**src/rtl/rv_seq_pkg.sv**
```systemverilog
// Shared types and sizing for the instruction byte sequencer.
// Latency: n/a (type/constant package only).
// Backpressure: n/a.
package rv_seq_pkg;

  // Default pin-side framing: 32-bit instructions moved as four 8-bit bytes.
  localparam int NBYTES = 32 / 8;
  localparam int IDX_W  = $clog2(NBYTES);

  // LOAD: collecting instruction bytes; EXEC: one-cycle datapath step;
  // DRAIN: serializing the captured ALU result back to the host.
  typedef enum logic [1:0] {
    LOAD  = 2'd0,
    EXEC  = 2'd1,
    DRAIN = 2'd2
  } seq_state_t;

  // Byte-index width for an arbitrary byte count, never narrower than one bit.
  function automatic int idx_width(input int n);
    return (n > 1) ? $clog2(n) : 1;
  endfunction

endpackage

```
**src/rtl/instr_byte_sequencer.sv**
```systemverilog
// Purpose: assembles little-endian instruction bytes, fires a one-cycle step
//   into the datapath, then optionally drains the ALU result LSB-first.
// Latency: last byte accepted in cycle N -> step in cycle N+1 -> first result
//   byte valid in cycle N+2 (when drain_en is set during EXEC).
// Backpressure: byte_ready is high only in LOAD (bytes offered elsewhere are
//   dropped); out_byte is held until out_ack, with no limit on the wait.
//
// Ports:
//   clk, rst            clock, asynchronous active-high reset
//   abort               synchronous flush back to LOAD (ignored during EXEC)
//   drain_en            sampled in EXEC: 1 = serialize result, 0 = skip DRAIN
//   byte_in/valid/ready host -> sequencer instruction byte stream
//   instr, step         assembled instruction and one-cycle update enable
//   alu_result          datapath result, combinational on instr
//   out_byte/valid/ack  sequencer -> host result byte stream
//   busy                not idle (mid-instruction or outside LOAD)
//   instr_count         retired instruction count, wraps
module instr_byte_sequencer
  import rv_seq_pkg::*;
#(
  parameter int INSTR_W = 32,
  parameter int BYTE_W  = 8,
  parameter int CNT_W   = 16
) (
  input  logic               clk,
  input  logic               rst,
  input  logic               abort,
  input  logic               drain_en,
  input  logic [BYTE_W-1:0]  byte_in,
  input  logic               byte_valid,
  output logic               byte_ready,
  output logic [INSTR_W-1:0] instr,
  output logic               step,
  input  logic [INSTR_W-1:0] alu_result,
  output logic [BYTE_W-1:0]  out_byte,
  output logic               out_valid,
  input  logic               out_ack,
  output logic               busy,
  output logic [CNT_W-1:0]   instr_count
);

  localparam int NB = INSTR_W / BYTE_W;
  localparam int IW = idx_width(NB);

  seq_state_t         state;
  logic [IW-1:0]      idx;
  logic [IW-1:0]      oidx;
  logic [INSTR_W-1:0] result_q;

  // Status outputs decode straight from registered state, so an async reset
  // clears them immediately without waiting for a clock edge.
  assign byte_ready = (state == LOAD);
  assign step       = (state == EXEC);
  assign out_valid  = (state == DRAIN);
  assign busy       = (state != LOAD) || (idx != '0);

  // Result byte mux; forced to zero when nothing is being offered.
  always_comb begin
    out_byte = '0;
    if (state == DRAIN) begin
      for (int i = 0; i < NB; i++) begin
        if (oidx == IW'(i)) begin
          out_byte = result_q[i*BYTE_W +: BYTE_W];
        end
      end
    end
  end

  always_ff @(posedge clk or posedge rst) begin
    if (rst) begin
      state       <= LOAD;
      idx         <= '0;
      oidx        <= '0;
      instr       <= '0;
      result_q    <= '0;
      instr_count <= '0;
    end else begin
      case (state)
        LOAD: begin
          // abort wins over a coincident byte: the partial instr is kept as
          // is, only the index restarts.
          if (abort) begin
            idx <= '0;
          end else if (byte_valid) begin
            for (int i = 0; i < NB; i++) begin
              if (idx == IW'(i)) begin
                instr[i*BYTE_W +: BYTE_W] <= byte_in;
              end
            end
            if (idx == IW'(NB - 1)) begin
              idx   <= '0;
              state <= EXEC;
            end else begin
              idx <= idx + IW'(1);
            end
          end
        end

        EXEC: begin
          // The datapath commits on this same edge, so alu_result still
          // corresponds to the instruction being retired.
          result_q    <= alu_result;
          instr_count <= instr_count + CNT_W'(1);
          state       <= drain_en ? DRAIN : LOAD;
        end

        DRAIN: begin
          if (abort) begin
            oidx  <= '0;
            state <= LOAD;
          end else if (out_ack) begin
            if (oidx == IW'(NB - 1)) begin
              oidx  <= '0;
              state <= LOAD;
            end else begin
              oidx <= oidx + IW'(1);
            end
          end
        end

        default: begin
          state <= LOAD;
          idx   <= '0;
          oidx  <= '0;
        end
      endcase
    end
  end

endmodule

```
**config.mk**
```make
export PLATFORM = sky130hd
export DESIGN_NAME = instr_byte_sequencer
export DESIGN_NICKNAME = d
export VERILOG_FILES = /design/src/rtl/rv_seq_pkg.sv /design/src/rtl/instr_byte_sequencer.sv
export SDC_FILE = /design/constraint.sdc
export NUM_CORES = 1
export LEC_CHECK = 0
export CORE_MARGIN = 1.5
export CORE_UTILIZATION = 35
export DETAILED_ROUTE_END_ITERATION = 16
export GPL_TIMING_DRIVEN = 0
export PLACE_DENSITY = 0.75
export SLEW_MARGIN = 20
export SYNTH_ARGS = -nofsm -noshare
export SYNTH_HDL_FRONTEND = slang
export SYNTH_SLANG_ARGS = --single-unit
export TNS_END_PERCENT = 50
```
**constraint.sdc**
```tcl
create_clock -name clk -period 2.8 [get_ports clk]
set_input_delay 0.42 -clock clk [delete_from_list [all_inputs] [get_ports clk]]
set_output_delay 0.42 -clock clk [all_outputs]
set_load 0.02 [all_outputs]
```
==> results.yml, run 1 <==
yosys:
  ys_top_cells_by_area: "dfrtp_1, mux2_2, ha_1"
  synth_edf_count: 0
  synth_area_um2: 3920
  synth_cells: 307
  synth_ff_type: "dfrtp_1"
  yosys_warnings: 0
  yosysSeqAreaShare_pct: 54.9
  ys_ff_latch: 86
  synth_commonest_cells: "dfrtp_1, mux2_2, nand2_1, inv_1, ha_1"
  yosysUniqueCellTypes: 36
  syn_nets: 366
  synth_largest_area_cell: "dfrtp_1"
  async_reset_ff_share_pct: 100
  synth.avg_cell_area_um2: 12.8
  synth_most_common_cell: "dfrtp_1"
  synth_top_area_share_pct: 54.9
pwr:
  leakage_nw: 2.43
  power_density_nw_per_um2: 1000
  irDropWorstVdd_v: 0.000448
layout:
  drive_gt1_share_pct: 22.9
  fillers: 954
  final_core_util_pct: 49.4
  area_growth_syn_to_layout_pct: 37.3
  nNetsFinal: 482
  num_antenna_cells: 0
  fin_area_um2: 5380
timing:
  timing.fmax_mhz: 377
  fin_crit_ps: 2650
  rsz0062_at_grt: "true"
  slew_viol_final: 0
  min_period_over_period_pct: 94.8
  tns_ps: 0
  finalClockSkew_ps: 10.2
  whs_ps: 428
  worstMarginPinSlew_ps: 455
  relSlewSlack_pct: 69.6
  setup_viol: 0
  finalHoldViolCount: 0
  fin_ws_ps: 145
worst_setup_path:
  critPathMaxFanout: 10
  reg2reg_depth: 5
  required_ps: 2380
  startpoint_type: "register"
  rr_startpoint: "state[1]"
  end_kind: "primary output"
  crit_start: "oidx[0]"
  timing.reg2reg.setup_slack_ps: 950
  arrival_ps: 2230
  path_class: "reg2out"
floorplanning:
  num_rows: 38
  fp.coreArea_um2: 10900
  die-area_um2: 11800
  fp.dieH_um: 109
  die_w_um: 109
  initial_core_util_pct: 36.0
  io_pins: 106
place:
  dp_slack_ps: 127
  hpwl_um: 6780
  globalplace.congestion: 0.788
  dpl-instance-area_um2: 5170
  port_buffers: 105
cts:
  clk_latency_ps: 360
  clk_pin_slew_ps: 90
  htree_num_levels: 3
  ctsLongestPathBuffers: 2
  cts_sinks: 86
  clock-root-buffer: "clkbuf_8"
  cts_tree: "built"
  numCtsBuffers: 9
grt:
  grt_first_pass_wirelength_um: 14900
  grt-ovfl-total: 0
  track_usage_pct: 16.7
  busiest_layer: "met2"
  grt_max_degree: 53
  antenna_found_initial: 0
  grt_pass1_vias: 2997
  met3_usage_pct: 3.05
  grt_use_met1_pct: 21.2
  met2_usage_pct: 27.6
route:
  drt_pass1_iterations: 4
  totalWireLength_um: 9210
  ant_nets: 0
  wl_per_cell_um: 16.2
  route.detailed.drc: 0
  via_per_inst: 4.86
  drt-initial-drc-count: 104
  via_count: 2761
job:
  maxCapViolations: 0
hold_path:
  hold_class: "in2async"
run_status:
  outcome: "completed"
==> per-stage QoR <==
stage / std cells / total power, mW
after floorplan: 307 / 3.51
after global placement: 552 / 4.43
after detailed placement: 553 / 4.51
after CTS: 568 / 5.46
after global routing: 568 / 5.73
final: 568 / 5.40
==> worst paths after layout <==
kind                                         to
worst max-delay path                out_byte[0]
worst max register to register   instr_count[1]
min in group clk                instr_count[15]
max in group asynchronous           result_q[9]
worst min-delay path                  instr[29]
worst min register to register  instr_count[15]
==> cells by family (layout without fill, tap and decap cells) <==
| family | count (synthesis) | in the layout | synth area share, % |
|---|---|---|---|
| DFF | 86 | 86 | 54.9 |
| and+or+nand+nor | 68 | 68 | 10.4 |
| muxes | 60 | 60 | 17.2 |
| AOI/OAI and AO/OA | 39 | 39 | 6.96 |
| buffers and inverters | 26 | 147 | 2.97 |
| xor gates and xnor gates | 15 | 15 | 3.35 |
| adders and majority gates | 13 | 13 | 4.15 |
==> registers in the layout, indices dropped and copies added, names as in the netlist <==
register	cells
instr	32
result_q	32
instr_count	16
idx	2
oidx	2
state	2
==> layout by cell type, fill, tap and decap left out, types with 2 or more instances in the layout <==
cell type        synthesis  final
a21boi_1                 8      8
clkbuf_1                 1      2
ha_1                    13     12
nand4_2                  2      2
nor3_1                   5      5
nand2_4                  2      2
nor4_1                   2      2
dfrtp_1                 86     86
a221o_1                  8      8
buf_2                    5      4
xor2_1                  12     12
inv_1                   15     14
nor2b_1                  3      3
clkdlybuf4s15_1          0      3
mux2i_1                  2      2
clkbuf_2                 1      5
clkbuf_8                 0     13
a21oi_1                  9      9
mux2_1                   2      2
nand4_1                  4      4
nor2_1                   6      6
o21ai_0                 11     11
buf_4                    3      4
xnor2_1                  3      3
nand2_1                 27     27
nand3b_1                 9      9
clkdlybuf4s50_1          0     97
mux2_2                  56     56
nand3_2                  2      2
==> timing repair <==
| item | CTS | global route |
|---|---|---|
| setup buffers | 0 | 0 |
| resized for setup | 8 | 13 |
| hold endpoints to repair | 0 | 0 |
| hold buffers | 0 | 0 |
| setup endpoints to repair | 8 | 8 |
| pin swaps | 0 | 0 |
==> per-layer routing <==
layer,routed length (um),vias up
met5,0,-
met4,192,0
met3,318,13
met2,4690,54
met1,4020,1386
li1,-,1308
==> layout make-up <==
type	instances	area (um2)	share of cell area [%]
Multi-Input combinational cell	195	1650	30.7
Buffer	10	58.8	1.09
Clock buffer	14	183	3.40
Clock inverter	2	37.5	0.698
Sequential cell	86	2150	40.0
Tap cell	140	175	3.26
Timing Repair Buffer	106	1060	19.7
Inverter	15	58.8	1.09
==> power by group <==
part           internal [mW]  switching, mW  leakage (nW)  total, mW
clock network          0.511          0.433         0.109      0.944
registers               1.73          0.289          1.09       2.02
logic                   1.25           1.19          1.23       2.44
==> worst max-delay path, cell delays in order, from the launching register on <==
cell and delay [ps]:
dfrtp_1 420, inv_1 100, ha_1 200, clkbuf_2 160
buf_4 200, a221o_1 340, a21boi_1 140, clkdlybuf4s15_1 320
No activity file was read; power rests on OpenSTA's default activity.
==> run 2, diff against run 1 <==
SKIP_CTS_REPAIR_TIMING = 1   (was unset)
==> results.yml, run 2 (synthesized netlist as in run 1, its figures left out) <==
run_status:
  outcome: "completed"
worst_setup_path:
  crit_start: "oidx[0]"
  rr_startpoint: "state[1]"
  max_stage_delay_ps: 430
  path_class: "reg2out"
  critPathMaxFanout: 10
  critPathCapture: "out_byte[5]"
  startpoint_type: "register"
  required_ps: 2380
  arrival_ps: 2210
  reg2reg_depth: 5
  path_cells: "inv_1, ha_1, clkbuf_2, buf_4, a21oi_1, a221o_1, a21boi_1, dlymetal6s2s_1"
  timing.reg2reg.setup_slack_ps: 950
  r2r_end: "instr_count[1]"
  cp_slowest_cell: "dfrtp_1"
  end_kind: "primary output"
layout:
  layout_common_cells: "clkdlybuf4s50_1, dfrtp_1, mux2_2"
  fin_area_um2: 5410
  mostFrequentLayoutCell: "clkdlybuf4s50_1"
  num_antenna_cells: 0
  area_growth_syn_to_layout_pct: 38.2
  fillers: 946
  nNetsFinal: 482
  reg_top3: "instr: 32 flops, result_q: 32 flops, instr_count: 16 flops"
  drive_gt1_share_pct: 22.0
  final_cell_count_no_fill: 568
cts:
  clk_pin_slew_ps: 90
  clk_latency_ps: 360
  clock-root-buffer: "clkbuf_8"
  cts_sinks: 86
  cts_tree: "built"
  numCtsBuffers: 9
  htree_num_levels: 3
  ctsLongestPathBuffers: 2
floorplanning:
  initial_core_util_pct: 36.0
  io_pins: 106
  num_rows: 38
  die-area_um2: 11800
  fp.coreArea_um2: 10900
  die_w_um: 109
  fp.dieH_um: 109
timing:
  worstMarginPinSlew_ps: 455
  rsz0062_at_grt: "false"
  relSlewSlack_pct: 69.6
  timing.fmax_mhz: 380
  setup_viol: 0
  finalHoldViolCount: 0
  finalClockSkew_ps: 9.96
  slew_viol_final: 0
  fin_crit_ps: 2630
  min_period_over_period_pct: 93.9
place:
  globalplace.congestion: 0.788
  port_buffers: 105
  place_inst: 553
  dpl-instance-area_um2: 5170
  hpwl_um: 6780
pwr:
  leakage_nw: 2.54
  power_density_nw_per_um2: 999
  irDropWorstVdd_v: 0.000448
grt:
  grt_pass1_vias: 3005
  grt_max_degree: 53
  track_usage_pct: 16.7
  antenna_found_initial: 0
  grt-ovfl-total: 0
  grt_first_pass_wirelength_um: 14900
route:
  wl_per_cell_um: 16.2
  route.detailed.drc: 0
  totalWireLength_um: 9220
  drt-initial-drc-count: 103
  via_per_inst: 4.87
  ant_nets: 0
  drt_pass1_iterations: 5
  via_count: 2768
job:
  maxCapViolations: 0
hold_path:
  hold_class: "in2async"
==> run 2: per-stage QoR <==
step | hold slack [ps] | total power [mW] | util [%] | TNS [ps] | setup WS (ps)
floorplan | 481 | 3.51 | - | 0 | 158
global placement | 463 | 4.43 | 47.2 | -93910 | -1100
detailed placement | 475 | 4.51 | 47.5 | 0 | 127
CTS | 429 | 5.47 | 49.5 | -2030 | -273
global route | 462 | 5.75 | 49.7 | 0 | 15.1
finish | 427 | 5.41 | 49.7 | 0 | 170
==> run 2: power breakdown <==
| part | switching (mW) | internal [mW] | leakage (nW) | total (mW) |
|---|---|---|---|---|
| clock | 0.431 | 0.511 | 0.109 | 0.942 |
| sequential | 0.290 | 1.73 | 1.09 | 2.02 |
| combinational | 1.19 | 1.26 | 1.35 | 2.45 |
| total | 1.91 | 3.50 | 2.54 | 5.41 |
==> run 2: how the worst min path moves through the flow <==
| stage | start | endpoint | slack (ps) | cells past startpoint |
|---|---|---|---|---|
| after floorplan | result_q[30] | result_q[30] | 480 | 1 |
| after global placement | instr_count[15] | instr_count[15] | 460 | 1 |
| after detailed placement | instr_count[15] | instr_count[15] | 480 | 1 |
| after CTS | rst | instr[24] | 430 | 2 |
| after global routing | rst | instr[29] | 460 | 2 |
| final | rst | instr[29] | 430 | 2 |
==> run 2: worst max-delay path, delay by kind of cell (launching register included) <==
kind            cells  cell delay (ps)
buf+inv             4              730
flops               1              430
fa+ha+maj           1              150
compound gates      3              530
==> run 2: layer usage <==
metal	vias up	GRT usage [%]	share of wire (%)
li1	1309	-	-
met4	0	7.89	1.6
met2	45	27.5	51
met5	-	0	0
met3	12	3.23	3.0
met1	1402	21.1	44
==> run 2: cell type report <==
type	count	area (um2)	area share, %
Tap cell	140	175	3.24
Multi-Input combinational cell	195	1650	30.5
Clock inverter	2	37.5	0.693
Inverter	15	58.8	1.09
Timing Repair Buffer	106	1100	20.3
Sequential cell	86	2150	39.8
Buffer	10	56.3	1.04
Clock buffer	14	183	3.37
